<file path="config.mk">
export PLATFORM = sky130hd
export DESIGN_NAME = mem_arbiter
export DESIGN_NICKNAME = d
export VERILOG_FILES = /design/src/rtl/mem_arbiter_pkg.sv /design/src/rtl/mem_arbiter.sv
export SDC_FILE = /design/constraint.sdc
export NUM_CORES = 1
export LEC_CHECK = 0
export BUFFER_PORTS_ARGS = -buffer_cell sky130_fd_sc_hd__buf_2
export CORE_MARGIN = 5
export CORE_UTILIZATION = 28
export CTS_CLUSTER_DIAMETER = 50
export DETAILED_ROUTE_END_ITERATION = 7
export PLACE_DENSITY = 0.86
export REMOVE_ABC_BUFFERS = 1
export SKIP_LAST_GASP = 1
export SYNTH_ARGS = -nofsm -noshare
export SYNTH_HDL_FRONTEND = slang
export SYNTH_SLANG_ARGS = --single-unit
</file>
<file path="constraint.sdc">
create_clock -name clk -period 1.5 [get_ports clk]
set_input_delay 0.3 -clock clk [delete_from_list [all_inputs] [get_ports clk]]
set_output_delay 0.3 -clock clk [all_outputs]
set_load 0.01 [all_outputs]
</file>
<file path="src/rtl/mem_arbiter_pkg.sv">
// Shared bus constants and arbiter state encoding for the memory arbiter
// and the prefetch / load-store units that drive it.
package mem_arbiter_pkg;

    localparam int ADDR_W = 19;
    localparam int DATA_W = 16;
    localparam int BSEL_W = 2;

    typedef logic [1:0] arb_state_t;

    localparam arb_state_t ARB_IDLE    = 2'd0;
    localparam arb_state_t ARB_GRANT_A = 2'd1;
    localparam arb_state_t ARB_GRANT_B = 2'd2;

endpackage

</file>
<file path="src/rtl/mem_arbiter.sv">
// Two-master (A = prefetch, B = load/store) to one-slave memory bus arbiter
// with a registered round-robin grant held until the slave acks.
module mem_arbiter
    import mem_arbiter_pkg::*;
#(
    parameter bit B_FIRST = 1'b1
) (
    input  logic              clk,
    input  logic              reset,

    input  logic [ADDR_W-1:0] a_m_addr,
    output logic [DATA_W-1:0] a_m_data_in,
    input  logic [DATA_W-1:0] a_m_data_out,
    input  logic              a_m_access,
    output logic              a_m_ack,
    input  logic              a_m_wr_en,
    input  logic [BSEL_W-1:0] a_m_bytesel,

    input  logic [ADDR_W-1:0] b_m_addr,
    output logic [DATA_W-1:0] b_m_data_in,
    input  logic [DATA_W-1:0] b_m_data_out,
    input  logic              b_m_access,
    output logic              b_m_ack,
    input  logic              b_m_wr_en,
    input  logic [BSEL_W-1:0] b_m_bytesel,

    output logic [ADDR_W-1:0] q_m_addr,
    input  logic [DATA_W-1:0] q_m_data_in,
    output logic [DATA_W-1:0] q_m_data_out,
    output logic              q_m_access,
    input  logic              q_m_ack,
    output logic              q_m_wr_en,
    output logic [BSEL_W-1:0] q_m_bytesel,

    output arb_state_t        dbg_state
);

    // Handshake: a master holds *_m_access (and its address/data) until it
    // sees its own *_m_ack; an ack completes exactly one cycle on that edge.
    arb_state_t state;
    arb_state_t state_next;
    logic       last_b;

    always_comb begin
        state_next = state;
        case (state)
            ARB_IDLE: begin
                if (a_m_access && b_m_access)
                    state_next = last_b ? ARB_GRANT_A : ARB_GRANT_B;
                else if (a_m_access)
                    state_next = ARB_GRANT_A;
                else if (b_m_access)
                    state_next = ARB_GRANT_B;
            end
            ARB_GRANT_A, ARB_GRANT_B: begin
                // Always return to IDLE so the master's access can drop.
                if (q_m_ack)
                    state_next = ARB_IDLE;
            end
            default: state_next = ARB_IDLE;
        endcase
    end

    always_ff @(posedge clk or posedge reset) begin
        if (reset) begin
            state  <= ARB_IDLE;
            last_b <= (B_FIRST == 1'b0);
        end else begin
            state <= state_next;
            if (q_m_ack && state == ARB_GRANT_A)
                last_b <= 1'b0;
            else if (q_m_ack && state == ARB_GRANT_B)
                last_b <= 1'b1;
        end
    end

    always_comb begin
        q_m_addr     = '0;
        q_m_data_out = '0;
        q_m_access   = 1'b0;
        q_m_wr_en    = 1'b0;
        q_m_bytesel  = '0;
        case (state)
            ARB_GRANT_A: begin
                q_m_addr     = a_m_addr;
                q_m_data_out = a_m_data_out;
                q_m_access   = a_m_access;
                q_m_wr_en    = a_m_wr_en;
                q_m_bytesel  = a_m_bytesel;
            end
            ARB_GRANT_B: begin
                q_m_addr     = b_m_addr;
                q_m_data_out = b_m_data_out;
                q_m_access   = b_m_access;
                q_m_wr_en    = b_m_wr_en;
                q_m_bytesel  = b_m_bytesel;
            end
            default: ;
        endcase
    end

    assign a_m_ack     = q_m_ack && (state == ARB_GRANT_A);
    assign b_m_ack     = q_m_ack && (state == ARB_GRANT_B);
    assign a_m_data_in = q_m_data_in;
    assign b_m_data_in = q_m_data_in;
    assign dbg_state   = state;

endmodule

</file>
Word level (Yosys, flattened, before mapping)
Index checks and enable logic that the tools add are counted. Widths: inputs -> output; s select.

Bits in registers: 3. Bits of input ports: 97. Output and inout port bits: 75.

Equality and inequality tests: 4. Muxes and demuxes: 13. Reduce and logical (&&, ||, !) cells: 7.

Operators by type and width (count): $pmux 19 s2 (1); $pmux 16 s2 (1); $mux 2 (5); $pmux 2 s2 (2); $ne 4x4->1 const B (1); $pmux 1 s2 (2); $logic_and 1x1->1 (3); $eq 2x1->1 const B (1); $eq 2x2->1 const B (1); $logic_not 2->1 (1); $mux 1 (2); $ne 2x2->1 const B (1); $reduce_and 2->1 (1); $reduce_bool 2->1 (1); $reduce_or 2->1 (1).

Longest topological paths before layout
Gate-level depths: netlist of run 1.

Depth in word-level cells: 4. Mapped depth: 6. Gate-level depth less buffers: 5.

Least setup slack after synthesis of run 1
No wires, ideal clock.

Kind: reg-to-output. From: register state[1] (netlist: dbg_state[1]). To: output port q_m_addr[0]. Arrival time: 1288 ps. Path slack: -88 ps. Stages on the path, launching flop included: 6. Path buffers: 2. Cells stage by stage: dfrtp_1 inv_1 ha_1 buf_4 buf_2 nor2b_1.

Word-level cells in the longest chain between the ends: 2. Elaborated cells on any way between the ends: 3. Those cells by class: 2 x eq/ne; 1 x mux.

RTL lines: start: declaration (line mem_arbiter.sv:40) `arb_state_t state;`; start signal: assignment (line mem_arbiter.sv:69) `state <= state_next;`; $eq 2x2->1 or $eq 2x1->1 (tied branches) (line mem_arbiter.sv:83) `case (state)`; $pmux 19 s2 * (line mem_arbiter.sv:83); end: declaration (line mem_arbiter.sv:27) `output logic [ADDR_W-1:0] q_m_addr,`.

Mark *: on every way between the ends. The rest lies on a longest branch, timed or not.

Worst setup path in the final report of run 1
From: register state[0] (netlist: dbg_state[0]). To: output port q_m_addr[0].

The elaborated chain is that of the path after synthesis.

==> flow_metrics.py, run 1 <==
metrics = {
    "status": {
        "status": "finished with violations",
        "violations": "negative setup slack",
    },
    "floorplanning": {
        "ios": 172,
        "die-width_um": 70.9,
        "dieArea_um2": 5030,
        "core.rowCount": 22,
        "fp.coreArea_um2": 3630,
        "start_util_pct": 28.6,
        "fp.dieH_um": 70.9,
    },
    "clock_network": {
        "cts_tree": "yes",
        "cts_max_path_buffers": 2,
        "clk_pin_slew_ns": 0.03,
        "clkLatencyLatePin_ns": 0.22,
        "htreeDepth": 1,
        "numCtsBuffers": 3,
        "cts_num_sinks": 3,
        "root_buffer": "clkbuf_8",
    },
    "global_routing": {
        "grt_pass1_wl_mm": 7.59,
        "antenna_found_initial": 0,
        "grt_max_degree": 21,
        "grt_overflow_total": 0,
        "grt_pass1_vias": 1542,
        "grtUsageTotal_pct": 19.1,
    },
    "critical_path": {
        "cp.required_ns": 1.20,
        "regToRegEndpoint": "dbg_state[1]",
        "reg2reg_depth": 8,
        "r2r_setup_slack_ns": -0.04,
        "cp.arrival_ns": 1.49,
        "crit_type": "register to primary output",
        "worst-path-max-fanout": 12,
        "timing.rr.start": "dbg_state[0]",
        "worstSetupStartpointType": "register",
        "end_kind": "primary output",
    },
    "job": {
        "drv_cap": 0,
    },
    "min_path": {
        "holdPathStages": 3,
        "hp-class": "input port to register",
        "hold_end": "dbg_state[0]",
        "hold_start": "a_m_access",
    },
    "detailed_routing": {
        "drt_iter0_markers": 21,
        "drc": 0,
        "wl_per_cell_um": 18.4,
        "vias": 1509,
        "via_per_inst": 5.10,
        "antenna_left": 0,
        "drt_pre_antenna_iters": 3,
        "finalWirelength_mm": 5.46,
    },
    "pwr": {
        "p_int_mw": 2.23,
        "combPwrFrac_pct": 89.9,
        "switching_share_pct": 41.5,
        "pwr-share-clk_pct": 6.3,
        "power_density_nw_per_um2": 1880,
        "p_switching_mw": 1.59,
        "power_mw": 3.82,
        "irDropWorstVdd_v": 0.00103,
        "power_frac_seq_pct": 3.8,
        "p_leak_nw": 0.975,
    },
    "logic_synthesis": {
        "netlist_instances": 144,
        "synth_warnings": 0,
        "synth_cell_type_count": 16,
        "syn_area_um2": 1040,
        "ys_ff_latch": 3,
        "synth.avg_cell_area_um2": 7.21,
        "yosysSeqAreaShare_pct": 7.23,
    },
    "finish": {
        "antenna_cells": 0,
        "fillers": 331,
        "nets": 349,
        "area_delta_synth_final_pct": 95.9,
        "drive_above_1_share_pct": 79.0,
    },
    "timing": {
        "rsz0062_at_grt": "true",
        "worst_hold_slack_ns": 0.420,
        "hold_viol": 0,
        "fin_crit_sh_pct": 119,
        "fin_crit_ns": 1.79,
        "maxSlewViolCount": 0,
        "setup_ws_ns": -0.292,
        "clock.fmax_mhz": 558,
        "tightest_slew_ns": 0.167,
        "setup_viol": 43,
        "clock_skew_ns": 0.00485,
        "slew_headroom_pct": 88.9,
    },
    "place": {
        "place.gp.congestion": 0.717,
        "place_hpwl_mm": 3.63,
        "io_buffers": 123,
    },
}
## cell usage after synthesis (all sizes together)
library cell / instances / share of area (%)
nand2b: 1 / 0.60
a21oi: 1 / 0.48
buf: 42 / 28
o2111ai: 1 / 0.84
and2: 2 / 1.2
clkbuf: 2 / 0.72
a21boi: 1 / 0.72
nor2: 2 / 0.72
inv: 5 / 1.8
ha: 3 / 3.6
a32o: 1 / 0.96
a22oi: 39 / 28
o21ai: 2 / 0.96
dfrtp: 3 / 7.2
nor2b: 39 / 23
## cell usage in the layout (no fill, tap or decap)
cell / n
a21boi_2: 1
a21oi_1: 1
a22oi_1: 3
a22oi_2: 36
a32o_1: 1
and2_1: 2
buf_12: 5
buf_16: 3
buf_2: 123
buf_4: 6
buf_6: 2
buf_8: 3
clkbuf_1: 1
clkbuf_16: 1
clkbuf_8: 3
dfrtp_1: 3
dlygate4sd3_1: 1
ha_4: 3
inv_1: 3
inv_2: 2
nand2b_4: 1
nor2_1: 2
nor2b_1: 33
nor2b_2: 6
o2111ai_1: 1
o21ai_1: 1
o21ai_2: 1
## registers in the layout (all words and copies together) (netlist names)
register / flops
last_b: 1
dbg_state: 2
## metrics by stage
stage          TNS, ns  utilization, %  cell area (µm²)  std cells  setup slack, ns
6_report        -11.02            56.0             2030        296           -0.292
5_1_grt         -13.87            56.0             2030        296           -0.361
4_1_cts         -11.24            50.3             1830        294           -0.312
3_5_place_dp     -2.74            40.4             1470        277           -0.128
3_3_place_gp     -1.08            40.4             1470        277          -0.0916
2_1_floorplan   -20.97               -              736        100           -0.507
## metal layers
metal  track usage (%)  vias up  wire length, µm
met4              5.43        2               72
met3              11.2        8              795
met2              30.5      116             2640
met1              21.0      698             1890
met5              8.08        -               55
li1                  -      685                -
## power groups by stage
stage,combinational [mW],clock [mW],sequential (mW)
detailed placement,1.98,0,0.146
global placement,1.93,0,0.145
CTS,3.09,0.237,0.144
global route,3.67,0.250,0.150
floorplan,1.18,0,0.154
finish,3.43,0.241,0.145
## worst max-delay path, cell delays in order, from the launching register on
cell	delay (ns)
dfrtp_1	0.39
buf_4	0.15
ha_4	0.19
buf_16	0.16
a22oi_2	0.18
nor2b_2	0.06
buf_2	0.14
## how the worst max path moves through the flow
stage                       end  cells past startpoint          from
2_1_floorplan      q_m_addr[10]                      4  dbg_state[0]
3_3_place_gp   q_m_data_out[14]                      6  dbg_state[1]
3_5_place_dp   q_m_data_out[14]                      5  dbg_state[0]
4_1_cts             q_m_addr[3]                      6  dbg_state[0]
5_1_grt               q_m_wr_en                      6  dbg_state[0]
6_report            q_m_addr[0]                      6  dbg_state[0]
## logic make-up after synthesis
family	Yosys count	share of synthesized area, %
AND/OR/NAND/NOR	44	26.0
adder cells (fa/ha/maj)	3	3.61
buffers and inverters	49	31.0
AO/OA/AOI/OAI	45	32.2
flip-flops	3	7.23
## what timing repair did
item / in CTS / in global routing
buffers inserted: 7 / 2
endpoints found under the setup margin: 43 / 43
cloned: 5 / 1
resized for setup: 36 / 39
pin swaps: 2 / 3
endpoints found under the hold margin: 3 / 0
hold buffers: 1 / 0
## final cells by class
class	instances	area [µm²]	share of cell area (%)
Multi-Input combinational cell	92	890	43.7
Inverter	5	18.8	0.923
Tap cell	48	60.1	2.95
Sequential cell	3	75.1	3.69
Timing Repair Buffer	144	946	46.5
Clock buffer	4	45.0	2.21
(Power assumes the default switching activity.)
==> inputs of run 2 (changes only) <==
--- a/config.mk
+++ b/config.mk
@@ -5,12 +5,12 @@
 export SDC_FILE = /design/constraint.sdc
 export NUM_CORES = 1
 export LEC_CHECK = 0
-export BUFFER_PORTS_ARGS = -buffer_cell sky130_fd_sc_hd__buf_2
-export CORE_MARGIN = 5
-export CORE_UTILIZATION = 28
+export CORE_AREA = 5 5 63 65
 export CTS_CLUSTER_DIAMETER = 50
 export DETAILED_ROUTE_END_ITERATION = 7
-export PLACE_DENSITY = 0.86
+export DIE_AREA = 0 0 68 70
+export DONT_BUFFER_PORTS = 1
+export PLACE_DENSITY = 0.5
 export REMOVE_ABC_BUFFERS = 1
 export SKIP_LAST_GASP = 1
 export SYNTH_ARGS = -nofsm -noshare
==> run 2 against run 1 <==
The flow still finishes with violations (negative setup slack). Hold slack got worse by 0.13 ns. Non-clock buffer count is 123 lower. Die area shrank 5.3%. Register-to-register slack improved by 0.17 ns. Sequential power hardly changed. Maximum frequency decreased by 2.0%. Sequential share of layout area increased by 2.2 points. Combinational power is 27% lower. Global-route usage shrank 2.9 points. Critical path depth stayed put. Clock-buffer cell count did not move. Critical path type unchanged.
==> flow_metrics.py, run 2 (synthesized netlist as in run 1, its figures left out) <==
metrics = {
    "status": {
        "status": "finished with violations",
        "violations": "negative setup slack",
    },
    "finish": {
        "nets": 226,
        "largest_reg_flops": 2,
        "final_cell_count_no_fill": 171,
        "fillers": 344,
        "final_cell_mix": "33 x nor2b_2, 25 x a22oi_1, 14 x a22oi_2, 11 x buf_4, 6 x nor2b_1",
        "antenna_cells": 0,
        "drive_above_1_share_pct": 62.4,
        "area_delta_synth_final_pct": 23.4,
        "layout_commonest_cell": "nor2b_2",
        "fin_util_pct": 39.0,
        "final_area_um2": 1280,
    },
    "critical_path": {
        "worst-path-max-fanout": 5,
        "crit_type": "register to primary output",
        "cp.required_ns": 1.20,
        "path_common_cell": "buf_4",
        "cp_top_family": "buffers and inverters",
        "worstSetupStartpointType": "register",
        "cp.arrival_ns": 1.53,
        "critical_path_depth": 6,
        "cpPeakStageDelay_ns": 0.38,
        "end_kind": "primary output",
        "reg2reg_depth": 6,
        "timing.rr.start": "dbg_state[0]",
        "crit_buf_inv": 3,
        "slowest_stage": "dfrtp_1",
        "crit_path_cell_trace": "buf_4, ha_4, buf_12, a22oi_2, nor2b_1, buf_4",
        "regToRegEndpoint": "dbg_state[1]",
        "r2r_setup_slack_ns": 0.13,
    },
    "clock_network": {
        "clk_pin_slew_ns": 0.04,
        "clkLatencyLatePin_ns": 0.23,
        "htreeDepth": 1,
        "cts_tree": "yes",
        "cts_num_sinks": 3,
        "cts_max_path_buffers": 2,
        "root_buffer": "clkbuf_4",
        "numCtsBuffers": 3,
    },
    "job": {
        "drv_cap": 0,
    },
    "pwr": {
        "power_density_nw_per_um2": 2170,
        "p_leak_nw": 0.415,
        "irDropWorstVdd_v": 0.000922,
        "power_mw": 2.77,
    },
    "detailed_routing": {
        "wl_per_cell_um": 28.0,
        "drt_iter0_markers": 28,
        "antenna_left": 0,
        "via_per_inst": 6.04,
        "drt_pre_antenna_iters": 4,
        "drc": 0,
        "finalWirelength_mm": 4.80,
        "vias": 1032,
    },
    "timing": {
        "hold_viol": 0,
        "slew_headroom_pct": 82.3,
        "tns_ns": -9.60,
        "fin_crit_sh_pct": 122,
        "tightest_slew_ns": 0.265,
        "setup_ws_ns": -0.329,
        "rsz0062_at_grt": "true",
        "worst_hold_slack_ns": 0.292,
        "maxSlewViolCount": 0,
        "clock.fmax_mhz": 547,
        "fin_crit_ns": 1.83,
        "clock_skew_ns": 0.00185,
        "setup_viol": 41,
    },
    "floorplanning": {
        "start_util_pct": 31.6,
        "dieArea_um2": 4760,
        "fp.coreArea_um2": 3280,
        "fp.dieH_um": 70,
        "die-width_um": 68,
        "ios": 172,
        "core.rowCount": 21,
    },
    "global_routing": {
        "grtUsageTotal_pct": 16.2,
        "antenna_found_initial": 0,
        "grt_max_degree": 41,
        "grt_pass1_wl_mm": 5.75,
        "grt_overflow_total": 0,
        "grt_pass1_vias": 1045,
    },
    "place": {
        "io_buffers": 0,
        "dp_worst_setup_slack_ns": -0.168,
        "place_area_um2": 916,
        "dp.cells": 159,
        "place.gp.congestion": 0.664,
        "place_hpwl_mm": 3.45,
    },
    "min_path": {
        "holdPathStages": 2,
        "hp-class": "input port to register",
        "hold_start": "a_m_access",
        "hold_end": "dbg_state[0]",
    },
}
## run 2: changes by cell type in the layout (fill, tap and decap cells not counted), moves of 3 or more
cell,previous run,this run
buf_16,3,0
nor2b_2,6,33
buf_4,6,11
a22oi_1,3,25
clkbuf_8,3,0
buf_2,123,1
a22oi_2,36,14
nor2b_1,33,6
clkbuf_4,0,3
## run 2: routing by layer
metal | GRT usage [%] | up-vias | part of all wire (%)
met5 | 6.25 | - | 0
met4 | 4.19 | 0 | 0.94
met3 | 13.9 | 4 | 17
met2 | 24.0 | 120 | 45
met1 | 16.6 | 470 | 36
li1 | - | 438 | -
## run 2: how the worst max path moves through the flow
stage	from	end
global route	dbg_state[0]	q_m_data_out[15]
finish	dbg_state[0]	q_m_addr[17]
CTS	dbg_state[1]	q_m_addr[17]
global placement	dbg_state[0]	q_m_addr[17]
detailed placement	dbg_state[0]	q_m_addr[17]
floorplan	dbg_state[0]	q_m_addr[10]
## run 2: final cells by class
| class | count | area [µm²] | share of cell area (%) |
|---|---|---|---|
| multi-input combinational | 92 | 845 | 65.9 |
| inverter | 5 | 18.8 | 1.46 |
| timing repair buffer | 21 | 259 | 20.2 |
| clock buffer | 4 | 26.3 | 2.05 |
| tap | 46 | 57.6 | 4.49 |
| sequential | 3 | 75.1 | 5.86 |
## run 2: report_power, final
| part | internal (mW) | switching, mW | total, mW |
|---|---|---|---|
| Combinational | 1.27 | 1.21 | 2.49 |
| Clock | 0.0996 | 0.0407 | 0.140 |
| Sequential | 0.118 | 0.0295 | 0.147 |
## run 2: repair_timing
| item | in CTS | in global routing |
|---|---|---|
| hold endpoints to repair | 3 | 0 |
| pin swaps | 1 | 2 |
| setup buffers | 1 | 2 |
| hold buffers | 1 | 0 |
| resized for setup | 31 | 33 |
| cloned | 1 | 3 |
| endpoints found under the setup margin | 43 | 43 |
==> inputs of run 3 (changes only) <==
--- a/config.mk
+++ b/config.mk
@@ -5,12 +5,15 @@
 export SDC_FILE = /design/constraint.sdc
 export NUM_CORES = 1
 export LEC_CHECK = 0
-export CORE_AREA = 5 5 63 65
+export CELL_PAD_IN_SITES_DETAIL_PLACEMENT = 0
+export CELL_PAD_IN_SITES_GLOBAL_PLACEMENT = 2
+export CORE_ASPECT_RATIO = 1.25
+export CORE_MARGIN = 5
+export CORE_UTILIZATION = 25
 export CTS_CLUSTER_DIAMETER = 50
 export DETAILED_ROUTE_END_ITERATION = 7
-export DIE_AREA = 0 0 68 70
 export DONT_BUFFER_PORTS = 1
-export PLACE_DENSITY = 0.5
+export PLACE_DENSITY = 0.84
 export REMOVE_ABC_BUFFERS = 1
 export SKIP_LAST_GASP = 1
 export SYNTH_ARGS = -nofsm -noshare
==> run 3 against run 2 <==
The flow still finishes with violations (negative setup slack). Critical path type unchanged. Clock power increased by 69%. Sequential power about the same. Combinational power increased by 42%.
==> flow_metrics.py, run 3 (synthesized netlist as in run 1, its figures left out) <==
metrics = {
    "status": {
        "status": "finished with violations",
        "violations": "negative setup slack",
    },
    "place": {
        "place_hpwl_mm": 3.04,
        "io_buffers": 0,
        "place_area_um2": 941,
        "place.gp.congestion": 0.819,
        "dp.cells": 169,
        "dp_worst_setup_slack_ns": -0.0613,
    },
    "detailed_routing": {
        "antenna_left": 0,
        "drc": 0,
        "drt_iter0_markers": 39,
        "via_per_inst": 5.81,
        "finalWirelength_mm": 4.86,
        "drt_pre_antenna_iters": 4,
        "vias": 1080,
        "wl_per_cell_um": 26.1,
    },
    "clock_network": {
        "cts_num_sinks": 3,
        "clk_pin_slew_ns": 0.03,
        "htreeDepth": 1,
        "cts_tree": "yes",
        "numCtsBuffers": 3,
        "cts_max_path_buffers": 2,
        "clkLatencyLatePin_ns": 0.22,
        "root_buffer": "clkbuf_8",
    },
    "finish": {
        "fin_util_pct": 40.4,
        "largest_reg_flops": 2,
        "fillers": 390,
        "final_cell_count_no_fill": 186,
        "layout_commonest_cell": "a22oi_2",
        "antenna_cells": 0,
        "final_area_um2": 1640,
        "drive_above_1_share_pct": 83.1,
        "nets": 231,
        "area_delta_synth_final_pct": 58.2,
        "final_cell_mix": "32 x a22oi_2, 19 x nor2b_4, 19 x nor2b_2, 8 x buf_4",
    },
    "critical_path": {
        "worstSetupStartpointType": "register",
        "critical_path_depth": 5,
        "crit_type": "register to primary output",
        "cp.arrival_ns": 1.44,
        "slowest_stage": "dfrtp_1",
        "cp_top_family": "flip-flops",
        "crit_buf_inv": 2,
        "reg2reg_depth": 8,
        "end_kind": "primary output",
        "cp.required_ns": 1.20,
        "worst-path-max-fanout": 13,
        "crit_path_cell_trace": "buf_6, ha_4, buf_16, a22oi_1, nor2b_4",
        "cpPeakStageDelay_ns": 0.39,
    },
    "min_path": {
        "hp-class": "input port to register",
        "holdPathStages": 2,
    },
    "pwr": {
        "irDropWorstVdd_v": 0.000766,
        "power_density_nw_per_um2": 2390,
        "power_mw": 3.92,
        "p_leak_nw": 0.542,
    },
    "timing": {
        "clock.fmax_mhz": 575,
        "fin_crit_ns": 1.74,
        "fin_crit_sh_pct": 116,
        "rsz0062_at_grt": "true",
        "maxSlewViolCount": 0,
        "slew_headroom_pct": 81.9,
        "setup_ws_ns": -0.240,
        "clock_skew_ns": 0.00212,
        "tns_ns": -7.88,
        "hold_viol": 0,
        "tightest_slew_ns": 0.271,
        "setup_viol": 43,
        "worst_hold_slack_ns": 0.277,
    },
    "floorplanning": {
        "fp.coreArea_um2": 4070,
        "die-width_um": 67.6,
        "core.rowCount": 26,
        "start_util_pct": 25.5,
        "dieArea_um2": 5550,
        "ios": 172,
        "fp.dieH_um": 82.1,
    },
    "global_routing": {
        "grt_max_degree": 24,
        "grt_pass1_wl_mm": 5.38,
        "grt_overflow_total": 0,
        "grtUsageTotal_pct": 13.3,
        "grt_pass1_vias": 978,
        "antenna_found_initial": 0,
    },
    "job": {
        "drv_cap": 0,
    },
}
## run 3: final timing paths
check,startpoint,end,slack (ns)
max,dbg_state[1],q_m_addr[2],-0.24
min,a_m_access,dbg_state[0],0.28
max reg2reg,dbg_state[1],dbg_state[0],-0.10
min reg2reg,last_b,last_b,0.53
max in group asynchronous,reset,dbg_state[0],0.96
min in group asynchronous,reset,dbg_state[1],0.41
## run 3: power by group
group	internal, mW	switching, mW
Clock	0.181	0.0559
Sequential	0.118	0.0317
Combinational	2.01	1.53
Total	2.31	1.61
## run 3: layout make-up
| type | instances | area (µm²) | area share (%) |
|---|---|---|---|
| clock buffer | 4 | 45.0 | 2.74 |
| inverter | 5 | 18.8 | 1.14 |
| multi-input combinational | 92 | 1050 | 63.9 |
| sequential | 3 | 75.1 | 4.57 |
| tap | 56 | 70.1 | 4.27 |
| timing repair buffer | 26 | 384 | 23.4 |
## run 3: timing repair
item	CTS	global route
setup buffers	4	1
hold buffers	1	0
cloned	3	4
resized for setup	89	25
setup endpoints to repair	43	43
pin swaps	4	6
hold endpoints to repair	3	0
## run 3: routing by layer
metal  global-route usage, %  routed length (µm)  vias to the layer above
met1                    14.0                1530                      528
li1                        -                   -                      447
met4                    3.65                  26                        3
met5                    8.33                  41                        -
met3                    8.48                 667                        6
met2                    20.9                2600                       96
